==> config.mk <==
export PLATFORM = sky130hd
export DESIGN_NAME = hazard_flush_unit
export DESIGN_NICKNAME = d
export VERILOG_FILES = /design/src/rtl/hazard_flush_unit.sv
export SDC_FILE = /design/constraint.sdc
export NUM_CORES = 1
export LEC_CHECK = 0
export ABC_AREA = 1
export BUFFER_PORTS_ARGS = -buffer_cell sky130_fd_sc_hd__buf_2
export CAP_MARGIN = 20
export CELL_PAD_IN_SITES_DETAIL_PLACEMENT = 1
export CELL_PAD_IN_SITES_GLOBAL_PLACEMENT = 2
export CORE_ASPECT_RATIO = 2
export CORE_MARGIN = 2
export CORE_UTILIZATION = 30
export CTS_CLUSTER_DIAMETER = 80
export DETAILED_ROUTE_END_ITERATION = 8
export PLACE_DENSITY = 0.88
export SYNTH_ARGS = -nofsm -noshare
export SYNTH_HDL_FRONTEND = slang
export SYNTH_SLANG_ARGS = --single-unit
==> constraint.sdc <==
create_clock -name clk -period 2.5 [get_ports clk]
set_input_delay 0.25 -clock clk [delete_from_list [all_inputs] [get_ports clk]]
set_output_delay 0.25 -clock clk [all_outputs]
set_load 0.02 [all_outputs]
==> src/rtl/hazard_flush_unit.sv <==
// Hazard/flush control for the KGP-RISC 5-stage pipeline.
// Load-use holds, branch flush windows, memory freeze, event counters.
module hazard_flush_unit #(
  parameter int REG_W       = 5,
  parameter int FLUSH_DEPTH = 2,
  parameter int LOAD_LAT    = 1,
  parameter int CNT_W       = 16
) (
  input  logic             clk,
  input  logic             rst_n,
  input  logic [REG_W-1:0] id_rs,
  input  logic [REG_W-1:0] id_rt,
  input  logic             id_use_rs,
  input  logic             id_use_rt,
  input  logic             ex_readdmem,
  input  logic [REG_W-1:0] ex_rd,
  input  logic             br_taken,
  input  logic             mem_stall,
  input  logic             cnt_clr,
  output logic             flush,
  output logic             stall_pc,
  output logic             stall_ifid,
  output logic             redirect,
  output logic [CNT_W-1:0] stall_events,
  output logic [CNT_W-1:0] flush_events
);

  localparam int MAXC =
    (FLUSH_DEPTH > LOAD_LAT) ? FLUSH_DEPTH : LOAD_LAT;
  localparam int CW = (MAXC < 2) ? 1 : $clog2(MAXC);

  localparam logic [CW-1:0] FD_M1 = CW'(FLUSH_DEPTH - 1);
  localparam logic [CW-1:0] LL_M1 = CW'(LOAD_LAT - 1);
  localparam logic [CW-1:0] ONE   = CW'(1);

  typedef enum logic [1:0] {
    RUN     = 2'd0,
    LDSTALL = 2'd1,
    FLUSH   = 2'd2
  } state_e;

  state_e           state_q, state_d;
  logic [CW-1:0]    cnt_q, cnt_d;
  logic [CNT_W-1:0] sev_q, sev_d;
  logic [CNT_W-1:0] fev_q, fev_d;

  logic hz;
  logic rs_hit, rt_hit;
  logic flush_c, stall_pc_c, stall_ifid_c, redirect_c;
  logic sev_inc, fev_inc;

  // Load-use hazard: EX load targets a register ID actually reads.
  always_comb begin
    rs_hit = id_use_rs & (id_rs == ex_rd);
    rt_hit = id_use_rt & (id_rt == ex_rd);
    hz     = ex_readdmem & (ex_rd != '0) & (rs_hit | rt_hit);
  end

  // Next state, window counter and combinational pipeline controls.
  always_comb begin
    state_d      = state_q;
    cnt_d        = cnt_q;
    flush_c      = 1'b0;
    stall_pc_c   = 1'b0;
    stall_ifid_c = 1'b0;
    redirect_c   = 1'b0;
    sev_inc      = 1'b0;
    fev_inc      = 1'b0;
    if (mem_stall) begin
      stall_pc_c   = 1'b1;
      stall_ifid_c = 1'b1;
    end else begin
      unique case (state_q)
        RUN, LDSTALL: begin
          if (br_taken) begin
            flush_c    = 1'b1;
            redirect_c = 1'b1;
            fev_inc    = 1'b1;
            if (FLUSH_DEPTH > 1) begin
              state_d = FLUSH;
              cnt_d   = FD_M1;
            end else begin
              state_d = RUN;
            end
          end else if (state_q == LDSTALL) begin
            flush_c      = 1'b1;
            stall_pc_c   = 1'b1;
            stall_ifid_c = 1'b1;
            cnt_d        = cnt_q - ONE;
            if (cnt_q == ONE) begin
              state_d = RUN;
            end
          end else if (hz) begin
            flush_c      = 1'b1;
            stall_pc_c   = 1'b1;
            stall_ifid_c = 1'b1;
            sev_inc      = 1'b1;
            if (LOAD_LAT > 1) begin
              state_d = LDSTALL;
              cnt_d   = LL_M1;
            end
          end
        end
        FLUSH: begin
          flush_c = 1'b1;
          if (br_taken) begin
            redirect_c = 1'b1;
            fev_inc    = 1'b1;
            cnt_d      = FD_M1;
          end else begin
            cnt_d = cnt_q - ONE;
            if (cnt_q == ONE) begin
              state_d = RUN;
            end
          end
        end
        default: begin
          state_d = RUN;
          cnt_d   = '0;
        end
      endcase
    end
  end

  // Saturating event counters; clear wins over increment.
  always_comb begin
    sev_d = sev_q;
    fev_d = fev_q;
    if (cnt_clr) begin
      sev_d = '0;
      fev_d = '0;
    end else begin
      if (sev_inc && (sev_q != '1)) begin
        sev_d = sev_q + CNT_W'(1);
      end
      if (fev_inc && (fev_q != '1)) begin
        fev_d = fev_q + CNT_W'(1);
      end
    end
  end

  // State, window counter and event counter registers.
  always_ff @(posedge clk or negedge rst_n) begin
    if (!rst_n) begin
      state_q <= RUN;
      cnt_q   <= '0;
      sev_q   <= '0;
      fev_q   <= '0;
    end else begin
      state_q <= state_d;
      cnt_q   <= cnt_d;
      sev_q   <= sev_d;
      fev_q   <= fev_d;
    end
  end

  // Controls are gated by reset so the pipeline is released at once.
  always_comb begin
    flush        = rst_n & flush_c;
    stall_pc     = rst_n & stall_pc_c;
    stall_ifid   = rst_n & stall_ifid_c;
    redirect     = rst_n & redirect_c;
    stall_events = sev_q;
    flush_events = fev_q;
  end

endmodule

==> impl_metrics.tcl, run 1 <==
set metrics [dict create \
    status "complete, no violations" \
    fin_tns_setup_ns 0 \
    area_growth_syn_to_layout_pct 21.9 \
    cp_max_fo 17 \
    netlist_area_mm2 0.00243 \
    drcViolationCount 0 \
    dpl-instance-area_mm2 0.00281 \
    critPathTopFamily "simple AND/OR/NAND/NOR gates" \
    drt_iter0_drc 58 \
    ys_seq_elements 35 \
    cts_tree "yes" \
    num_rows 46 \
    worstSkewPairLatency_ns 0.29 \
    n_antenna_cell 0 \
    cts_inserted_buffers 5 \
    seq_area_frac_synth_pct 36.0 \
    cp.required_ns 2.67 \
    yosys_warnings 0 \
    die_width_um 67.7 \
    yosysTopAreaCell "dfrtp_1" \
    worst_r2r_startpoint "stall_events[1]" \
    grt_max_degree 36 \
    crit_path_end_kind "flip-flop" \
    nets 447 \
    fp.coreArea_mm2 0.00789 \
    synth_area_leaders "dfrtp_1, nand2_1, nor2_1" \
    gp_congestion 0.831 \
    netlist_top_cells_count "nand2_1, nor2_1, inv_1, nand3_1, dfrtp_1" \
    h-tree-depth 2 \
    arrival_ns 2.12 \
    numClockSinks 35 \
    stdcell_count 519 \
    ys_async_sr_fraction_pct 100 \
    post-route-period-util_pct 77.9 \
    final_hold_viol_count 0 \
    syn_inst 363 \
    synth_cell_types 32 \
    cp-startpoint "stall_events[1]" \
    max-vdd-ir-drop_mv 0.237 \
    ctsHoldBuffers 0 \
    worstHoldPathType "in -> async" \
    rsz0062_at_grt "no" \
    cp_num_buf_inv 0 \
    drt_pass1_iterations 4 \
    io_buffers 58 \
    synth_flop_cell "dfrtp_1" \
    fin_crit_ns 1.95 \
    synthesis.nets 388 \
    grt-ovfl-total 0 \
    wirelength_um 7930 \
    placed_cells 511 \
    wl_per_cell_um 15.3 \
    setup_viol 0 \
    vias 2605 \
    ant_nets 0 \
    slew_headroom_pct 68.0 \
    grt_pass1_vias 2830 \
    clock_skew_ns 0.00593 \
    yosys.area.top_type_share_pct 36.0 \
    max_stage_delay_ns 0.42 \
    post_cts_buffers 0 \
    cts_buffer_depth 2 \
    grt_pass1_wl_um 13300 \
    cellPowerDensity_mw_per_mm2 491 \
    slew_violations 0 \
    start_kind "flip-flop" \
    leakage_uw 0.00155 \
    drive_gt1_share_pct 18.4 \
    initial_core_util_pct 30.8 \
    max_freq_ghz 0.514 \
    synth.avg_cell_area_um2 6.70 \
    antenna_found_initial 0 \
    synth_edf_count 0 \
    cp_cell_sequence "ha_1, nand2_2, nor2_4, nand4_1, nand2_1, nand3b_4, nand2_4, nand2_1, nand2_1" \
    cp_slowest_cell "dfrtp_1" \
    cts_resized 0 \
    crit_type "reg -> reg" \
    clk_pin_slew_ns 0.06 \
    grtUsageTotal_pct 19.6 \
    drv_cap 0 \
    r2r_slack_ns 0.55 \
    die_area_mm2 0.00888 \
    dp_hpwl_um 6200 \
    cts_root_buf "clkbuf_16" \
    crit_top_cell "nand2_1" \
    vias_per_cell 5.02 \
    worst_slew_pin_slew_ns 0.480 \
    stdcell_area_mm2 0.00296 \
    die_y_um 131 \
    yosysMostFrequentCell "nand2_1" \
    io_pins 59 \
]
==> state kept, by name, summed over array words and instances, names as in the netlist <==
signal,count
state_q,2
cnt_q,1
flush_events,16
stall_events,16
==> cells in the final DEF, fill, tap and decap left out, types with 5 or more instances in the layout <==
master and n:
a21oi_1 6, xor2_1 16, o21ai_0 13, nand4_1 9, nor3_1 9, nand3_1 36
nand2_1 115, nor2_1 50, clkbuf_16 5, buf_2 58, inv_1 40, dfrtp_1 35
==> per-layer routing <==
metal / vias up / wire length, um / GRT usage (%)
met5: - / 0 / 0
met4: 0 / 134 / 6.69
met3: 10 / 242 / 3.17
met2: 48 / 4740 / 37.9
met1: 1275 / 2810 / 19.7
li1: 1272 / - / -
==> kinds of logic (layout without fill, tap and decap cells) <==
family          Yosys count  after routing  share of synthesized area, %
simple gates            235            235                          42.8
flops                    35             35                          36.0
fa+ha+maj                 2              2                          1.03
xor+xnor                 18             18                          6.48
compound gates           24             24                          5.25
buf+inv                  49            109                          8.39
==> stage by stage <==
step / hold WS, ns / worst slack (ns) / utilization (%) / total power (uW)
after CTS: 0.0851 / 0.506 / 37.6 / 1470
after detailed placement: 0.395 / 0.501 / 35.6 / 804
after global routing: 0.118 / 0.312 / 37.6 / 1530
after floorplan: -0.0456 / 0.799 / - / 724
final: 0.0633 / 0.554 / 37.6 / 1460
after global placement: 0.393 / 0.530 / 35.6 / 795
==> area by class of cell <==
class / instances / area [um2]
Tap cell: 96 / 120
Fill cell: 1078 / 4920
Sequential cell: 35 / 876
Clock buffer: 8 / 156
Timing Repair Buffer: 60 / 305
Inverter: 41 / 154
Multi-Input combinational cell: 279 / 1350
==> final timing paths <==
check                                       end  depth (start not counted)
min in group clk                     state_q[0]                          4
worst max-delay path            stall_events[7]                          9
max in group asynchronous       stall_events[5]                          2
worst min-delay path            flush_events[4]                          2
worst max register to register  stall_events[7]                          9
worst min register to register            cnt_q                          2
==> power breakdown <==
part / internal [uW] / switching, uW
clock network: 424 / 239
logic: 58.7 / 125
registers: 585 / 22.8
total: 1070 / 387
No activity file was read; power rests on OpenSTA's default activity.
==> run 2: changes to the inputs <==
--- a/config.mk
+++ b/config.mk
@@ -12,10 +12,10 @@
 export CELL_PAD_IN_SITES_GLOBAL_PLACEMENT = 2
 export CORE_ASPECT_RATIO = 2
 export CORE_MARGIN = 2
-export CORE_UTILIZATION = 30
+export CORE_UTILIZATION = 29
 export CTS_CLUSTER_DIAMETER = 80
 export DETAILED_ROUTE_END_ITERATION = 8
-export PLACE_DENSITY = 0.88
+export PLACE_DENSITY = 0.86
 export SYNTH_ARGS = -nofsm -noshare
 export SYNTH_HDL_FRONTEND = slang
 export SYNTH_SLANG_ARGS = --single-unit
==> constraint.sdc (replaced) <==
create_clock -name clk -period 2 [get_ports clk]
set_input_delay 0.2 -clock clk [delete_from_list [all_inputs] [get_ports clk]]
set_output_delay 0.2 -clock clk [all_outputs]
set_load 0.02 [all_outputs]
==> impl_metrics.tcl, run 2 (synthesized netlist as in run 1, its figures left out) <==
set metrics [dict create \
    status "finished, violations left" \
    violations "negative hold slack" \
    rsz0062_at_grt "no" \
    worstHoldPathType "in -> async" \
    ant_nets 0 \
    drcViolationCount 0 \
    io_pins 59 \
    cp_max_fo 13 \
    whs_ns -0.00448 \
    gp_congestion 0.853 \
    numClockSinks 35 \
    cts_tree "yes" \
    cp.required_ns 2.17 \
    post-route-period-util_pct 90.4 \
    slew_headroom_pct 64.0 \
    cellPowerDensity_mw_per_mm2 596 \
    vias_per_cell 5.00 \
    regArea_um2 876 \
    grt-ovfl-total 0 \
    nets 458 \
    p_switching_uw 475 \
    cts_buffer_depth 2 \
    grt_pass1_wl_um 13200 \
    final_hold_viol_count 12 \
    fp.coreArea_mm2 0.00823 \
    combPwrFrac_pct 13.0 \
    cts_inserted_buffers 5 \
    h-tree-depth 2 \
    area_growth_syn_to_layout_pct 25.4 \
    max_stage_delay_ns 0.44 \
    pwr-share-clk_pct 45.3 \
    drt_iter0_drc 68 \
    drv_cap 0 \
    setup_slack_ns 0.193 \
    cp-startpoint "stall_events[0]" \
    n_antenna_cell 0 \
    crit_type "reg -> reg" \
    max_freq_ghz 0.553 \
    slew_violations 0 \
    clock_skew_ns 0.00409 \
    max-vdd-ir-drop_mv 0.332 \
    power_frac_seq_pct 41.7 \
    worstSkewPairLatency_ns 0.28 \
    dp_hpwl_um 6390 \
    leakage_uw 0.00161 \
    num_rows 47 \
    cp_cell_sequence "ha_1, nand2_2, nor2_4, nand4_1, nand2_1, nand3b_4, nand2_4, nand2_1, nand2_1" \
    initial_core_util_pct 29.5 \
    die_width_um 68.7 \
    p_int_uw 1340 \
    critPathTopFamily "simple AND/OR/NAND/NOR gates" \
    fin_crit_ns 1.81 \
    fin_tns_setup_ns 0 \
    crit_top_cell "nand2_1" \
    cp_slowest_cell "dfrtp_1" \
    vias 2659 \
    crit_path_end_kind "flip-flop" \
    worst_slew_pin_slew_ns 0.536 \
    start_kind "flip-flop" \
    final_common_cell "nand2_1" \
    power.share.switching_pct 26.1 \
    arrival_ns 1.97 \
    grt_pass1_vias 2849 \
    mostFrequentLayoutCells "nand2_1, buf_2, nor2_1" \
    die_area_mm2 0.00918 \
    grt_max_degree 36 \
    place_ws_ns 0.00954 \
    wl_per_cell_um 15.4 \
    clk_pin_slew_ns 0.06 \
    cts_root_buf "clkbuf_16" \
    grtUsageTotal_pct 19.0 \
    drt_pass1_iterations 4 \
    die_y_um 133 \
    wirelength_um 8210 \
    worst_r2r_startpoint "stall_events[0]" \
    antenna_found_initial 0 \
    nFillCells 1113 \
    multiInputGateArea_mm2 0.00135 \
    setup_viol 0 \
    io_buffers 58 \
    cp_num_buf_inv 0 \
    drive_gt1_share_pct 20.5 \
]
[run 2: area by class of cell]
type	instances	area share, %
flip-flops and latches	35	28.7
multi-input cells	279	44.3
well taps	98	4.02
inverters	41	5.05
clock buffers	8	5.13
repair buffers	71	12.7
[run 2: what timing repair did]
| item | 4_1_cts | 5_1_grt |
|---|---|---|
| buffers inserted | 3 | 0 |
| hold buffers | 0 | 0 |
| endpoints found under the setup margin | 1 | 0 |
| resized for setup | 0 | 0 |
[run 2: final timing paths]
path / end / slack [ns] / cells after the start
worst max-delay path: stall_events[14] / 0.19 / 9
worst min-delay path: state_q[1] / -0.004 / 2
worst max register to register: stall_events[14] / 0.19 / 9
worst min register to register: cnt_q / 0.53 / 2
max in group asynchronous: stall_events[15] / 1.67 / 2
min in group clk: state_q[0] / 0.28 / 4
[run 2: through the flow]
| stage | hold slack [ns] | power, uW | area (um2) | util (%) | cells |
|---|---|---|---|---|---|
| finish | -0.00448 | 1820 | 3050 | 37.0 | 532 |
| global route | 0.0535 | 1900 | 3050 | 37.0 | 532 |
| CTS | 0.0155 | 1840 | 3050 | 37.0 | 532 |
| detailed placement | 0.315 | 1010 | 2870 | 34.8 | 521 |
| global placement | 0.318 | 1000 | 2870 | 34.8 | 521 |
| floorplan | -0.0956 | 905 | 2430 | - | 363 |
[run 2: per-layer routing]
metal | part of all wire (%) | wire length [um] | GRT usage [%]
met5 | 0 | 0 | 0
met3 | 2.3 | 192 | 2.53
met4 | 2.4 | 195 | 7.08
met1 | 37 | 3010 | 17.6
met2 | 59 | 4810 | 38.4
[run 2: power by group through the flow]
stage / Combinational (uW) / Clock (uW) / Sequential (uW)
floorplan: 133 / 0 / 771
CTS: 241 / 845 / 758
finish: 236 / 824 / 758
global route: 269 / 868 / 761
global placement: 233 / 0 / 768
detailed placement: 239 / 0 / 771
==> run 3: changes to the inputs <==
--- a/config.mk
+++ b/config.mk
@@ -16,6 +16,7 @@
 export CTS_CLUSTER_DIAMETER = 80
 export DETAILED_ROUTE_END_ITERATION = 8
 export PLACE_DENSITY = 0.86
+export REMOVE_ABC_BUFFERS = 1
 export SYNTH_ARGS = -nofsm -noshare
 export SYNTH_HDL_FRONTEND = slang
 export SYNTH_SLANG_ARGS = --single-unit
==> impl_metrics.tcl, run 3 (synthesized netlist as in run 1, its figures left out) <==
set metrics [dict create \
    placed_cells 520 \
    nets 455 \
    antenna_found_initial 0 \
    h-tree-depth 2 \
    cp_slowest_cell "dfrtp_1" \
    fp.coreArea_mm2 0.00823 \
    drt_pass1_iterations 4 \
    worst_slew_pin_slew_ns 0.430 \
    drive_gt1_share_pct 20.0 \
    grt-ovfl-total 0 \
    clock_skew_ns 0.00669 \
    max_freq_ghz 0.543 \
    cp_num_buf_inv 1 \
    cts_tree "yes" \
    vias 2662 \
    numClockSinks 35 \
    wl_per_cell_um 15.6 \
    grt_pass1_vias 2880 \
    post_cts_buffers 0 \
    stdcell_count 529 \
    vias_per_cell 5.03 \
    status "complete, no violations" \
    die_area_mm2 0.00918 \
    grtUsageTotal_pct 19.5 \
    nFillCells 1110 \
    crit_top_cell "nand3_1" \
    worstHoldPathType "in -> async" \
    dp_hpwl_um 6500 \
    r2r_cells 9 \
    cts_buffer_depth 2 \
    critPathTopFamily "simple AND/OR/NAND/NOR gates" \
    die_y_um 133 \
    cts_inserted_buffers 5 \
    fin_crit_ns 1.84 \
    die_width_um 68.7 \
    n_antenna_cell 0 \
    max-vdd-ir-drop_mv 0.442 \
    area_growth_syn_to_layout_pct 24.3 \
    cts_root_buf "clkbuf_16" \
    wirelength_um 8250 \
    io_buffers 58 \
    grt_max_degree 19 \
    crit_path_end_kind "flip-flop" \
    setup_viol 0 \
    drcViolationCount 0 \
    rsz0062_at_grt "no" \
    initial_core_util_pct 29.5 \
    ant_nets 0 \
    cellPowerDensity_mw_per_mm2 585 \
    grt_pass1_wl_um 13400 \
    post-route-period-util_pct 92.1 \
    worst_r2r_startpoint "flush_events[1]" \
    total_power_uw 1770 \
    final_common_cell "nand2_1" \
    io_pins 59 \
    clk_pin_slew_ns 0.06 \
    start_kind "flip-flop" \
    crit_type "reg -> reg" \
    cp_max_fo 10 \
    place_ws_ns -0.103 \
    setup_slack_ns 0.158 \
    final_hold_viol_count 0 \
    mostFrequentLayoutCells "nand2_1, buf_2, nor2_1" \
    worstSkewPairLatency_ns 0.29 \
    arrival_ns 2.03 \
    slew_headroom_pct 71.2 \
    num_rows 47 \
    cp-startpoint "flush_events[1]" \
    cp_cell_sequence "ha_1, nand3_1, nor2_4, nand3_1, nand2_4, nand2_2, inv_2, nand2_1, o31ai_1" \
    leakage_uw 0.00158 \
    cp.required_ns 2.19 \
    slew_violations 0 \
    cp.depth 9 \
    drt_iter0_drc 52 \
    max_stage_delay_ns 0.39 \
    gp_congestion 0.774 \
    drv_cap 0 \
]
run 3: timing repair:
item / in CTS / in global routing
endpoints found under the hold margin: 22 / 0
gates resized for setup: 2 / 2
setup endpoints to repair: 5 / 5
hold buffers: 1 / 0
pin swaps: 0 / 0
run 3: stage by stage:
stage	setup TNS (ns)	utilization (%)	hold slack [ns]	area [um2]
2_1_floorplan	0	-	-0.0956	2380
3_3_place_gp	-0.208	34.8	0.0282	2860
3_5_place_dp	-0.370	34.8	0.0305	2860
4_1_cts	0	36.6	0.269	3020
5_1_grt	0	36.7	0.312	3020
6_report	0	36.7	0.278	3020
run 3: path summary, 6_finish.rpt:
path,endpoint,slack (ns)
max,flush_events[4],0.16
min in group clk,state_q[0],0.28
min reg2reg,cnt_q,0.53
max reg2reg,flush_events[4],0.16
max in group asynchronous,stall_events[1],1.24
min,cnt_q,0.28
run 3: cell type report:
type	count	area (um2)	area share (%)
flip-flops and latches	35	876	29.0
well taps	98	123	4.06
clock inverters	1	5.00	0.166
multi-input cells	279	1360	45.1
inverters	41	154	5.09
clock buffers	7	133	4.39
repair buffers	68	368	12.2
run 3: worst reg2reg max path: cells and delay by family (launching register included):
kind	cells	cell delay [ns]
buffers and inverters	1	0.15
AND/OR/NAND/NOR	6	0.94
flip-flops	1	0.39
AO/OA/AOI/OAI	1	0.07
adder cells (fa/ha/maj)	1	0.21
run 3: metal layers:
layer	routed length (um)	global-route usage [%]
met4	325	9.91
met1	2750	17.8
met2	4860	38.4
met3	323	2.53
met5	0	0
run 3: where the power goes:
group	leakage [uW]	switching [uW]	internal, uW	total, uW
clock network	0.0000679	303	460	763
registers	0.000483	24.0	732	756
logic	0.00103	166	82.1	248
total	0.00158	493	1270	1770
